`config.mk`:
```
export PLATFORM = sky130hd
export DESIGN_NAME = uart_rx
export DESIGN_NICKNAME = d
export VERILOG_FILES = /design/src/rtl/uart_rx.sv
export SDC_FILE = /design/constraint.sdc
export NUM_CORES = 1
export LEC_CHECK = 0
export BUFFER_PORTS_ARGS = -buffer_cell sky130_fd_sc_hd__buf_2
export CORE_MARGIN = 2
export CORE_UTILIZATION = 38
export CTS_BUF_LIST = sky130_fd_sc_hd__clkbuf_16
export CTS_CLUSTER_DIAMETER = 150
export CTS_CLUSTER_SIZE = 12
export DETAILED_ROUTE_END_ITERATION = 6
export PLACE_DENSITY = 0.52
export SLEW_MARGIN = 0
export SYNTH_ARGS = -nofsm -noshare
export SYNTH_HDL_FRONTEND = slang
export SYNTH_SLANG_ARGS = --single-unit
```
`constraint.sdc`:
```
create_clock -name clk -period 6.65 [get_ports clk]
set_input_delay 0.9975 -clock clk [delete_from_list [all_inputs] [get_ports clk]]
set_output_delay 0.9975 -clock clk [all_outputs]
set_load 0.01 [all_outputs]
```
`src/rtl/uart_rx.sv`:
```
// 8N1 UART receiver, LSB first. The rx pin is synchronised, the start bit is
// qualified at mid-bit, and data/stop bits are sampled at their centres.
module uart_rx #(
   parameter int CLK_FREQ  = 50000000,
   parameter int BAUD_RATE = 9600
) (
   input  logic       clk,
   input  logic       rst,
   input  logic       rx,
   output logic [7:0] rx_data,
   output logic       rx_valid,
   output logic       frame_err,
   output logic       rx_busy
);

   // BAUD_DIV must be at least 4 for the half-bit qualification to make sense.
   localparam int BAUD_DIV = CLK_FREQ / BAUD_RATE;
   localparam int HALF_DIV = BAUD_DIV / 2;
   localparam logic [31:0] BIT_LAST  = 32'(BAUD_DIV - 1);
   localparam logic [31:0] HALF_LAST = 32'(HALF_DIV - 1);

   typedef enum logic [2:0] {
      IDLE      = 3'd0,
      START     = 3'd1,
      DATA      = 3'd2,
      STOP      = 3'd3,
      WAIT_HIGH = 3'd4
   } state_t;

   state_t      state_q, state_d;
   logic [31:0] cnt_q, cnt_d;
   logic [2:0]  bit_idx_q, bit_idx_d;
   logic [7:0]  shift_q, shift_d;
   logic [7:0]  data_q, data_d;
   logic        valid_q, valid_d;
   logic        ferr_q, ferr_d;
   logic        busy_q;
   logic        rx_meta_q, rx_sync_q;

   always_ff @(posedge clk) begin
      if (rst) begin
         rx_meta_q <= 1'b1;
         rx_sync_q <= 1'b1;
         state_q   <= IDLE;
         cnt_q     <= '0;
         bit_idx_q <= '0;
         data_q    <= '0;
         valid_q   <= 1'b0;
         ferr_q    <= 1'b0;
         busy_q    <= 1'b0;
      end else begin
         rx_meta_q <= rx;
         rx_sync_q <= rx_meta_q;
         state_q   <= state_d;
         cnt_q     <= cnt_d;
         bit_idx_q <= bit_idx_d;
         data_q    <= data_d;
         valid_q   <= valid_d;
         ferr_q    <= ferr_d;
         busy_q    <= (state_q != IDLE);
      end
   end

   // The shift register holds only in-flight data; a partial byte is never
   // observable, so it needs no reset.
   always_ff @(posedge clk) begin
      shift_q <= shift_d;
   end

   always_comb begin
      state_d   = state_q;
      cnt_d     = cnt_q + 32'd1;
      bit_idx_d = bit_idx_q;
      shift_d   = shift_q;
      data_d    = data_q;
      valid_d   = 1'b0;
      ferr_d    = 1'b0;

      unique case (state_q)
         IDLE: begin
            cnt_d = '0;
            if (!rx_sync_q) begin
               state_d = START;
            end
         end
         START: begin
            if (cnt_q == HALF_LAST) begin
               cnt_d = '0;
               if (!rx_sync_q) begin
                  state_d   = DATA;
                  bit_idx_d = '0;
               end else begin
                  state_d = IDLE;
               end
            end
         end
         DATA: begin
            if (cnt_q == BIT_LAST) begin
               shift_d   = {rx_sync_q, shift_q[7:1]};
               cnt_d     = '0;
               bit_idx_d = bit_idx_q + 3'd1;
               if (bit_idx_q == 3'd7) begin
                  state_d = STOP;
               end
            end
         end
         STOP: begin
            if (cnt_q == BIT_LAST) begin
               cnt_d = '0;
               if (rx_sync_q) begin
                  data_d  = shift_q;
                  valid_d = 1'b1;
                  state_d = IDLE;
               end else begin
                  ferr_d  = 1'b1;
                  state_d = WAIT_HIGH;
               end
            end
         end
         WAIT_HIGH: begin
            // A break must end before a new start edge can be recognised.
            cnt_d = '0;
            if (rx_sync_q) begin
               state_d = IDLE;
            end
         end
         default: begin
            cnt_d   = '0;
            state_d = IDLE;
         end
      endcase
   end

   assign rx_data   = data_q;
   assign rx_valid  = valid_q;
   assign frame_err = ferr_q;
   assign rx_busy   = busy_q;

endmodule
```
**Word-level counts from Yosys, hierarchy flattened**

Cells that the tools add are included.

- Flip-flop bits (word level): 59
- Input bits: 3
- Output and inout bits: 11
- Word-level logic and storage cells: 55

- Add/subtract/negate cells: 2
- Equality and inequality tests: 14
- Mux-type cells: 18
- Bitwise logic cells: 2
- Reduce and logical (&&, ||, !) cells: 9

Operators by type and width:

| operator | count |
|---|---|
| 32-bit 2-to-1 mux | 2 |
| 32-bit one-hot mux with 2 select lines | 1 |
| 32-bit by 1-bit adder with 32-bit output, second input constant | 1 |
| 32-bit by 12-bit == test with 1-bit output, second input constant | 1 |
| 32-bit by 13-bit == test with 1-bit output, second input constant | 1 |
| 3-bit 2-to-1 mux | 10 |
| 3-bit one-hot mux with 5 select lines | 1 |
| 2-bit inequality test, second input constant | 7 |
| 3-bit by 2-bit == test with 1-bit output, second input constant | 2 |
| 3-bit == test, second input constant | 2 |
| 3-bit one-hot mux with 2 select lines | 1 |
| 6-bit AND reduction | 1 |
| 4-bit AND reduction | 1 |
| 3-bit by 1-bit adder with 3-bit output, second input constant | 1 |
| 3-bit by 1-bit == test with 1-bit output, second input constant | 1 |
| 3-bit logical NOT | 1 |
| 3-bit AND reduction | 1 |
| 3-bit nonzero test | 1 |
| 3-bit OR reduction | 1 |
| 1-bit 2-to-1 mux | 2 |
| 2-bit 2-to-1 mux | 1 |
| 1-bit NOT | 2 |
| 2-bit AND reduction | 1 |
| 2-bit nonzero test | 1 |
| 2-bit OR reduction | 1 |

**Depth between registers and ports, before layout**

Gate-level depths: netlist of run 1.

- Depth after elaboration: 4
- Depth in mapped cells: 7
- Depth with buffers taken out: 6

**Worst setup path before layout of run 1**

No wires, ideal clock.

- Path type: register to register
- Start point: reg cnt_q[0]
- End point: reg shift_q[0] (enable)
- Setup time: 0.370 ns
- Arrival: 1.752 ns
- Setup slack: 4.528 ns
- Cell stages (with the launch flop): 5
- Path buffers: 0
- Clock period less this slack: 2.122 ns
- Cell sequence: dfxtp_1 ha_1 nand4_1 or3_2 nor2_1

- Word-level cells in the longest chain between the ends: 2

Ends and longest elaborated chain:

| element | RTL line | RTL |
|---|---|---|
| from (decl) | 31 | `logic [31:0] cnt_q, cnt_d;` |
| from (signal assigned) | 55 | `cnt_q <= cnt_d;` |
| 32-bit by 13-bit == test with 1-bit output | 98 | `if (cnt_q == BIT_LAST) begin` |
| 2-bit AND reduction (no source line) | -- |  |
| to (signal assigned) | 67 | `shift_q <= shift_d;` |
| to (decl) | 33 | `logic [7:0] shift_q, shift_d;` |

No other way between the ends.
A chain may end at the register's enable or synchronous reset.

**Final worst setup path of run 1**

- Start point: reg cnt_q[11]
- End point: reg cnt_q[12]

- Word-level cells in the longest chain between the ends: 3

Ends and longest elaborated chain:

| element | RTL line | RTL |
|---|---|---|
| 32-bit by 1-bit adder with 32-bit output (tied with other cells) | 72 | `cnt_d = cnt_q + 32'd1;` |
| 32-bit 2-to-1 mux, on equally long branches | 98, 108, 87 |  |
| 32-bit one-hot mux with 2 select lines * | 79 | `unique case (state_q)` |

Mark *: on every way between the ends. The rest lies on a longest branch, timed or not.

==> results of run 1 <==
==> cells in the final DEF, fill, tap and decap left out, types with 2 or more instances in the layout <==
cell	count
nor2_1	52
dfxtp_1	51
xor2_1	22
nand4_1	18
nand3_1	15
buf_2	13
mux2i_1	11
clkbuf_16	9
xnor2_1	8
edfxtp_1	8
and3_1	7
nor3_1	7
nand2_1	6
inv_1	6
nor4_2	5
and2_1	4
and4_1	4
a21oi_1	4
nor3b_1	3
nand2b_1	3
ha_1	3
clkinv_2	3
nor4b_1	2
or2_2	2
o21bai_1	2
==> path summary, 6_finish.rpt <==
check,to,cells past startpoint,slack [ns]
worst max-delay path,cnt_q[12],5,4.17
worst min register to register,rx_sync_q,1,0.41
worst max register to register,cnt_q[12],5,4.17
worst min-delay path,rx_sync_q,1,0.41
==> cell families (layout without fill, tap and decap cells) <==
group	after synthesis	in the layout
and+or+nand+nor	136	136
DFF	59	59
xor gates and xnor gates	30	30
buffers and inverters	13	32
AOI/OAI and AO/OA	12	12
muxes	12	12
adders and majority gates	3	3
==> report_power, final <==
part / switching (W) / total, W / leakage, nW / internal (W)
Sequential: 0.00000109 / 0.000363 / 0.483 / 0.000362
Combinational: 0.00000491 / 0.00000759 / 0.405 / 0.00000268
Clock: 0.000147 / 0.000390 / 0.140 / 0.000243
Total: 0.000152 / 0.000761 / 1.03 / 0.000608
==> synthesized netlist by cell type, drive strengths merged <==
library cell and count:
nor2 52, dfxtp 51, xor2 22, nand4 19
nand3 16, mux2i 11, edfxtp 8, xnor2 8
and3 7, nor3 7, nor4 7, nand2 6
buf 5, clkbuf 5, a21oi 4, and2 4
and4 4, ha 3, inv 3, nand2b 3
nor3b 3, nor4b 3, o21bai 2, or2 2
a211o 1, a211oi 1, a21bo 1, a32oi 1
mux2 1, nand4b 1, nor2b 1, o211ai 1
o21ai 1, or3 1
==> area by class of cell <==
type                    instances  area share [%]
multi-input cells             193            42.9
flip-flops and latches         59            42.6
clock buffers                   9            7.60
well taps                      80            3.38
repair buffers                 13            2.20
clock inverters                 7            1.01
inverters                       3           0.380
==> layer usage <==
layer | vias to the layer above | part of all wire, %
met5 | - | 0
met4 | 0 | 2.5
met3 | 9 | 2.8
met2 | 21 | 44
met1 | 868 | 51
li1 | 964 | -
==> worst register-to-register path: stages (launching register included) <==
cell     delay [ns]
dfxtp_1        0.48
nor4b_1        0.38
nand3_1        0.13
a32oi_1        0.34
a211o_1        0.87
nor2_1         0.12
==> sequential cells by signal, indices dropped and copies added (netlist names) <==
signal and cells:
rx_data 8, rx_busy 1, frame_err 1, rx_valid 1, shift_q 8, rx_meta_q 1, cnt_q 32, state_q 3
bit_idx_q 3, rx_sync_q 1
==> per-stage QoR <==
| stage | hold slack (ns) | total power (W) | utilization, % | worst slack (ns) |
|---|---|---|---|---|
| after floorplan | 0.389 | 0.000376 | - | 4.53 |
| after global placement | 0.393 | 0.000378 | 40.5 | 4.12 |
| after detailed placement | 0.400 | 0.000378 | 40.5 | 4.11 |
| after CTS | 0.414 | 0.000770 | 44.3 | 4.09 |
| after global routing | 0.436 | 0.000791 | 44.3 | 3.87 |
| final | 0.411 | 0.000761 | 44.3 | 4.17 |
==> run_results.csv, run 1 <==
group,metric,value,unit
route,vias,1862,
critical_path,required,6.81,ns
placement,dpl_cell_area,2710,um^2
worst_hold_path,hold_start,"rx_meta_q",
run_status,status,"completed",
power,power_leakage,1.03,nW
flow_run,maxCapViolCount,0,
yosys,syn_inst,265,
route,routedWlPerCell,13.3,um
layout,regArea,1260,um^2
grt,grt_usage,14.8,%
cts,h-tree-depth,3,
critical_path,crit_fanout,32,
placement,place_hpwl,3300,um
placement,io_buffer_count,13,
yosys,synthesis.area,2580,um^2
yosys,synth.area.top_cells,"dfxtp_1 (40%), edfxtp_1 (9.3%), nor2_1 (7.6%), xor2_1 (7.5%), nand4_1 (4.4%)",
route,wl,4860,um
power,power.density,257,nW/um^2
timing,finalCriticalPeriod,2.48,ns
worst_hold_path,hold_path.class,"register to register",
die,rows,30,
layout,antenna_cells,0,
critical_path,critical_path_class,"register to register",
yosys,yosys.area_share.simple,29.4,%
die,fp.coreArea,6680,um^2
cts,cts_made_buffers,9,
yosys,synth_compound_area_share,3.20,%
timing,relSlewSlack,25.6,%
die,die-area,7460,um^2
timing,setup_viol,0,
yosys,synth_top_area_cell,"dfxtp_1",
cts,cts_tree,"built",
grt,antenna_found_initial,0,
placement,place_congestion,0.769,
critical_path,crit_family,"compound AO/OA/AOI/OAI gates",
yosys,synth_mux_area_share,4.70,%
layout,final_cells,364,
grt,grtUsageMet3,3.71,%
timing,worst_pin_slew,1.11,ns
critical_path,reg2reg_from,"cnt_q[11]",
yosys,yosys.cell_types.count,39,
grt,grt_pass1_vias,1794,
route,drt_iter0_drc,62,
cts,worst_skew_pair.late_latency,0.32,ns
route,firstDrtPassIters,4,
critical_path,crit_slowest_cell,"a211o_1",
grt,gr-usage-met2,22.4,%
cts,clk_pin_slew_worst_paths,0.05,ns
route,ant_nets,0,
route,drt_drc_violations_left,0,
cts,cts_setup_buffers,0,
critical_path,endpoint_kind,"register",
grt,gr-total-overflow,0,
cts,clock_path_buffers,2,
die,fp.dieH,86.4,um
yosys,synth_xor_area_share,10.2,%
die,floorplan.initialDensity,38.6,%
layout,nFillCells,684,
yosys,synth_top_family_by_area,"simple AND/OR/NAND/NOR gates",
timing,clock_skew,0.00602,ns
timing,maxSlewViolCount,0,
layout,final_cell_area,2960,um^2
grt,grt_max_degree,33,
yosys,yosys_register_bits,59,
yosys,yosysSeqAreaShare,48.9,%
critical_path,slowest_delay,0.87,ns
timing,fmax,404,MHz
layout,layout.nets,285,
yosys,syn_nets,271,
grt,grt_pass1_wl,8490,um
critical_path,start_kind,"register",
timing,finalHoldViolCount,0,
layout,multi_input_area,1270,um^2
yosys,synth_top_area_share,39.6,%
cts,cts_sinks,59,
grt,grtUsageMet1,18.8,%
yosys,synth_warnings,0,
timing,fin_tns_setup,0,ns
die,die_x,86.4,um
critical_path,cp.arrival,2.64,ns
critical_path,path_cells,"nor4b_1 > nand3_1 > a32oi_1 > a211o_1 > nor2_1",
die,ioPinCount,14,
route,viasPerCell,5.12,
critical_path,worstSetupStartpoint,"cnt_q[11]",
layout,syn_to_final_growth,14.8,%
yosys,yosys.area_share.adder,1.45,%
cts,cts_root_buf,"clkbuf_16",
placement,dp_cells,348,
critical_path,critical_path_buf_inv_count,0,
cts,cts_resized,0,
power,vdd_drop_max,0.131,mV
timing,post-route-period-util,37.3,%
grt,grt-busiest-layer,"met2",
layout,drive_gt1_share,13.7,%
timing,grt_setup_unrepaired,"no",
yosys,avgSynthCellArea,9.74,um^2
cts,ctsHoldBuffers,0,
Note: power is estimated with default switching activity, not from simulation.
==> run 2, diff against run 1 <==
--- a/config.mk
+++ b/config.mk
@@ -5,6 +5,7 @@
 export SDC_FILE = /design/constraint.sdc
 export NUM_CORES = 1
 export LEC_CHECK = 0
+export ABC_AREA = 1
 export BUFFER_PORTS_ARGS = -buffer_cell sky130_fd_sc_hd__buf_2
 export CORE_MARGIN = 2
 export CORE_UTILIZATION = 38
@@ -12,7 +13,7 @@
 export CTS_CLUSTER_DIAMETER = 150
 export CTS_CLUSTER_SIZE = 12
 export DETAILED_ROUTE_END_ITERATION = 6
-export PLACE_DENSITY = 0.52
+export PLACE_DENSITY = 0.54
 export SLEW_MARGIN = 0
 export SYNTH_ARGS = -nofsm -noshare
 export SYNTH_HDL_FRONTEND = slang
==> constraint.sdc (replaced) <==
create_clock -name clk -period 2.02 [get_ports clk]
set_input_delay 0.303 -clock clk [delete_from_list [all_inputs] [get_ports clk]]
set_output_delay 0.303 -clock clk [all_outputs]
set_load 0.01 [all_outputs]
==> run_results.csv, run 2 <==
group,metric,value,unit
timing,layout_setup_ws,0.248,ns
yosys,synth_most_common_cell,"nor2_1",
timing,grt_setup_unrepaired,"no",
cts,cts_root_buf,"clkbuf_16",
grt,grt_usage,16.3,%
critical_path,path_cells,"ha_1 > nand2_1 > nor2_1 > nand2_1 > nor2_1 > nand2_2 > nand2_1 > nand2_2 > o211ai_4 > buf_4 > nor2_1",
cts,worst_skew_pair.late_latency,0.33,ns
cts,cts_sinks,59,
cts,h-tree-depth,3,
layout,final_common_cell,"nor2_1",
power,power_leakage,1.36,nW
run_status,status,"completed",
timing,fin_tns_setup,0,ns
die,floorplan.initialDensity,39.4,%
route,drt_iter0_drc,68,
yosys,synth.area.top_cells,"dfxtp_1 (35%), nor2_1 (12%), nand2_1 (12%), edfxtp_1 (8.4%), xor2_1 (7.6%)",
critical_path,worst-path-stages,11,
critical_path,cp.arrival,1.99,ns
power,power.density,992,nW/um^2
critical_path,rr_worst_depth,11,
yosys,synth_xor_area_share,7.92,%
critical_path,critical_path_buf_inv_count,1,
critical_path,start_kind,"register",
layout,largest_reg_flops,32,
worst_hold_path,hold_path.class,"primary input to register",
placement,dpl_cell_area,3080,um^2
cts,clk_pin_slew_worst_paths,0.06,ns
timing,relSlewSlack,65.7,%
placement,io_buffer_count,13,
die,fp.dieH,91.0,um
grt,gr-total-overflow,0,
grt,grt_pass1_vias,2348,
yosys,synthesis.area,2880,um^2
cts,ctsHoldBuffers,0,
timing,clock_skew,0.00464,ns
placement,place_congestion,0.890,
layout,regMostFlops,"cnt_q",
route,wl,6060,um
yosys,synth_commonest_cells,"nor2_1 (94), nand2_1 (92), dfxtp_1 (51)",
yosys,syn_nets,402,
die,die-area,8280,um^2
layout,regArea,1260,um^2
timing,finalCriticalPeriod,1.77,ns
timing,worst_pin_slew,0.509,ns
grt,grt_max_degree,15,
critical_path,endpoint_kind,"register",
layout,final_core_util,46.7,%
yosys,yosys.cell_types.count,29,
yosys,synth_warnings,0,
critical_path,crit_slowest_cell,"dfxtp_1",
power,vdd_drop_max,0.522,mV
timing,setup_viol,0,
die,rows,31,
route,vias,2388,
layout,syn_to_final_growth,18.4,%
yosys,yosys_register_bits,59,
layout,nFillCells,784,
yosys,synth_top_area_cell,"dfxtp_1",
yosys,yosys.area_share.adder,1.30,%
layout,multi_input_area,1370,um^2
placement,dp_slack,0.207,ns
yosys,yosysSeqAreaShare,43.8,%
worst_hold_path,hold_depth,2,
route,routedWlPerCell,11.5,um
cts,cts_tree,"built",
cts,clock_path_buffers,2,
yosys,avgSynthCellArea,7.26,um^2
grt,antenna_found_initial,0,
cts,cts_made_buffers,9,
yosys,synth_flop_cell,"dfxtp_1",
critical_path,critical_path_class,"register to register",
die,die_x,91.0,um
critical_path,crit_fanout,8,
grt,grt_pass1_wl,10700,um
yosys,synth_top_area_share,35.5,%
critical_path,slowest_delay,0.34,ns
yosys,synth_mux_area_share,0,%
layout,final_cell_area,3410,um^2
route,firstDrtPassIters,4,
yosys,synth_top_family_by_area,"simple AND/OR/NAND/NOR gates",
yosys,synth-edff-count,8,
critical_path,required,2.24,ns
layout,layout.nets,429,
layout,drive_gt1_share,15.0,%
route,drt_drc_violations_left,0,
die,fp.coreArea,7290,um^2
timing,fmax,564,MHz
die,ioPinCount,14,
layout,final_cell_mix,"nor2_1 (94), nand2_1 (92), dfxtp_1 (51)",
critical_path,crit_family,"simple AND/OR/NAND/NOR gates",
flow_run,maxCapViolCount,0,
timing,maxSlewViolCount,0,
timing,finalHoldViolCount,0,
yosys,synthArstFlopShare,0,%
route,ant_nets,0,
layout,antenna_cells,0,
power,p_total,0.00338,W
timing,post-route-period-util,87.7,%
route,viasPerCell,4.53,
placement,place_hpwl,4450,um
yosys,synth_compound_area_share,3.00,%
yosys,yosys.area_share.simple,35.3,%
yosys,syn_inst,396,
==> run 2: final timing paths <==
| kind | start | endpoint | slack (ns) |
|---|---|---|---|
| worst min register to register | rx_meta_q | rx_sync_q | 0.42 |
| worst max-delay path | cnt_q[0] | cnt_q[3] | 0.25 |
| worst max register to register | cnt_q[0] | cnt_q[3] | 0.25 |
| worst min-delay path | rx | rx_meta_q | 0.16 |
==> run 2: worst reg2reg max path, cell delays in order, from the launching register on <==
cell      delay (ns)
dfxtp_1         0.34
ha_1            0.22
nand2_1         0.09
nor2_1          0.10
nand2_1         0.05
nor2_1          0.12
nand2_2         0.11
nand2_1         0.13
nand2_2         0.08
o211ai_4        0.17
buf_4           0.21
nor2_1          0.04
==> run 2: kinds of logic after synthesis <==
logic type | after synthesis
XOR/XNOR | 26
adder cells (fa/ha/maj) | 3
AO/OA/AOI/OAI | 14
buffers and inverters | 59
AND/OR/NAND/NOR | 235
flip-flops | 59
==> run 2: per-layer routing <==
layer  wire length, um  track usage [%]  up-vias
met5                 0                0        -
met4               138             7.58        0
met3               191             4.23       12
met2              2650             24.8       30
met1              3080             21.5     1071
li1                  -                -     1275
==> run 2: stage by stage <==
stage	hold WS [ns]	instances
global route	0.152	527
global placement	0.403	508
finish	0.158	527
CTS	0.150	524
floorplan	0.372	396
detailed placement	0.401	508
==> run 2: repair_timing <==
item | 4_1_cts | 5_1_grt
setup buffers | 0 | 3
resized for setup | 0 | 0
endpoints found under the setup margin | 0 | 1
==> run 2: final cells by class <==
| class | count | area share [%] |
|---|---|---|
| inverter | 54 | 5.95 |
| clock inverter | 7 | 2.24 |
| timing repair buffer | 21 | 4.41 |
| multi-input combinational | 278 | 40.1 |
| clock buffer | 9 | 6.61 |
| tap | 99 | 3.64 |
| sequential | 59 | 37.0 |
==> run 2: where the power goes <==
part | internal, W | switching (W) | leakage (nW)
combinational | 0.000207 | 0.000348 | 0.733
clock | 0.000959 | 0.000575 | 0.142
sequential | 0.00125 | 0.0000432 | 0.484
total | 0.00241 | 0.000967 | 1.36
==> run 3, diff against run 2 <==
--- a/config.mk
+++ b/config.mk
@@ -7,6 +7,7 @@
 export LEC_CHECK = 0
 export ABC_AREA = 1
 export BUFFER_PORTS_ARGS = -buffer_cell sky130_fd_sc_hd__buf_2
+export CORE_ASPECT_RATIO = 1.5
 export CORE_MARGIN = 2
 export CORE_UTILIZATION = 38
 export CTS_BUF_LIST = sky130_fd_sc_hd__clkbuf_16
==> run_results.csv, run 3 (same netlist as run 2, synthesis figures left out) <==
group,metric,value,unit
run_status,status,"completed",
layout,multi_input_area,1370,um^2
route,vias,2403,
flow_run,maxCapViolCount,0,
cts,cts_resized,0,
die,fp.dieH,111,um
critical_path,crit_fanout,32,
placement,io_buffer_count,13,
layout,regMostFlops,"cnt_q",
timing,maxSlewViolCount,0,
timing,post-route-period-util,84.0,%
cts,cts_sinks,59,
power,vdd_drop_max,0.727,mV
placement,place_hpwl,4700,um
timing,fin_tns_setup,0,ns
route,viasPerCell,4.59,
timing,relSlewSlack,66.2,%
layout,final_cell_mix,"nor2_1 (94), nand2_1 (92), dfxtp_1 (51)",
critical_path,required,2.23,ns
worst_hold_path,hold_depth,2,
grt,antenna_found_initial,0,
cts,clk_pin_slew_worst_paths,0.05,ns
cts,h-tree-depth,3,
route,drt_iter0_drc,56,
critical_path,slowest_delay,0.34,ns
die,fp.coreArea,7270,um^2
critical_path,crit_slowest_cell,"dfxtp_1",
placement,place_congestion,0.869,
timing,clock_skew,0.00649,ns
die,rows,38,
layout,syn_to_final_growth,16.7,%
cts,cts_tree,"built",
layout,nFillCells,754,
layout,final_common_cell,"nor2_1",
timing,worst_pin_slew,0.501,ns
layout,regArea,1260,um^2
cts,ctsHoldBuffers,0,
route,routedWlPerCell,11.8,um
critical_path,path_cells,"ha_1 > nand2_1 > nor2_1 > nand2_1 > nor2_1 > nand2_2 > nand2_1 > nand2_2 > o211ai_4 > buf_12 > nor2_1",
critical_path,start_kind,"register",
layout,largest_reg_flops,32,
die,die_x,75.0,um
timing,setup_viol,0,
timing,grt_setup_unrepaired,"no",
route,wl,6180,um
power,power_leakage,1.33,nW
cts,cts_made_buffers,9,
timing,fmax,589,MHz
grt,gr-total-overflow,0,
layout,antenna_cells,0,
die,ioPinCount,14,
layout,final_cells,524,
cts,cts_setup_buffers,0,
cts,clock_path_buffers,2,
critical_path,cp.arrival,1.91,ns
grt,grt_max_degree,33,
placement,dp_cells,508,
layout,layout.nets,425,
critical_path,endpoint_kind,"register",
worst_hold_path,hold_path.class,"primary input to register",
cts,worst_skew_pair.late_latency,0.33,ns
grt,grt_pass1_wl,10400,um
critical_path,rr_worst_depth,11,
cts,cts_root_buf,"clkbuf_16",
die,die-area,8300,um^2
grt,grt_pass1_vias,2370,
layout,drive_gt1_share,13.9,%
die,floorplan.initialDensity,39.5,%
power,power.density,980,nW/um^2
route,drt_drc_violations_left,0,
grt,grt_usage,16.8,%
route,firstDrtPassIters,4,
critical_path,critical_path_class,"register to register",
route,ant_nets,0,
timing,finalCriticalPeriod,1.70,ns
timing,finalHoldViolCount,0,
[run 3: routing by layer]
layer,GRT usage (%),wire [um],up-vias
met3,5.20,166,22
met2,28.0,3140,44
met4,10.2,286,0
met5,0,0,-
li1,-,-,1267
met1,17.5,2590,1070
[run 3: stage by stage]
stage | utilization, % | setup slack (ns) | area [um^2] | total power (W) | hold slack (ns)
floorplan | - | 0.305 | 2880 | 0.00175 | 0.372
global placement | 42.1 | 0.302 | 3060 | 0.00184 | 0.393
detailed placement | 42.1 | 0.305 | 3060 | 0.00184 | 0.402
CTS | 46.2 | 0.289 | 3360 | 0.00334 | 0.148
global route | 46.2 | 0.133 | 3360 | 0.00348 | 0.156
finish | 46.2 | 0.323 | 3360 | 0.00329 | 0.160
[run 3: cell type report]
type | count | share of cell area [%]
clock inverter | 7 | 2.05
tap | 100 | 3.73
clock buffer | 9 | 6.71
multi-input combinational | 278 | 40.7
sequential | 59 | 37.6
inverter | 54 | 6.04
timing repair buffer | 17 | 3.20
[run 3: path summary, 6_finish.rpt]
kind,start,endpoint,slack [ns]
hold reg to reg,rx_meta_q,rx_sync_q,0.41
setup / recovery,cnt_q[0],cnt_q[10],0.32
setup reg to reg,cnt_q[0],cnt_q[10],0.32
hold / removal,rx,rx_meta_q,0.16
[run 3: power by group]
part           internal [W]  switching [W]
clock              0.000945       0.000530
combinational      0.000179       0.000345
sequential          0.00125      0.0000428
[run 3: worst max-delay path, delay by kind of cell, from the launching register on]
kind / cells / cell delay [ns]
AO/OA/AOI/OAI: 1 / 0.08
adder cells (fa/ha/maj): 1 / 0.21
buffers and inverters: 1 / 0.21
flip-flops: 1 / 0.34
AND/OR/NAND/NOR: 8 / 0.74
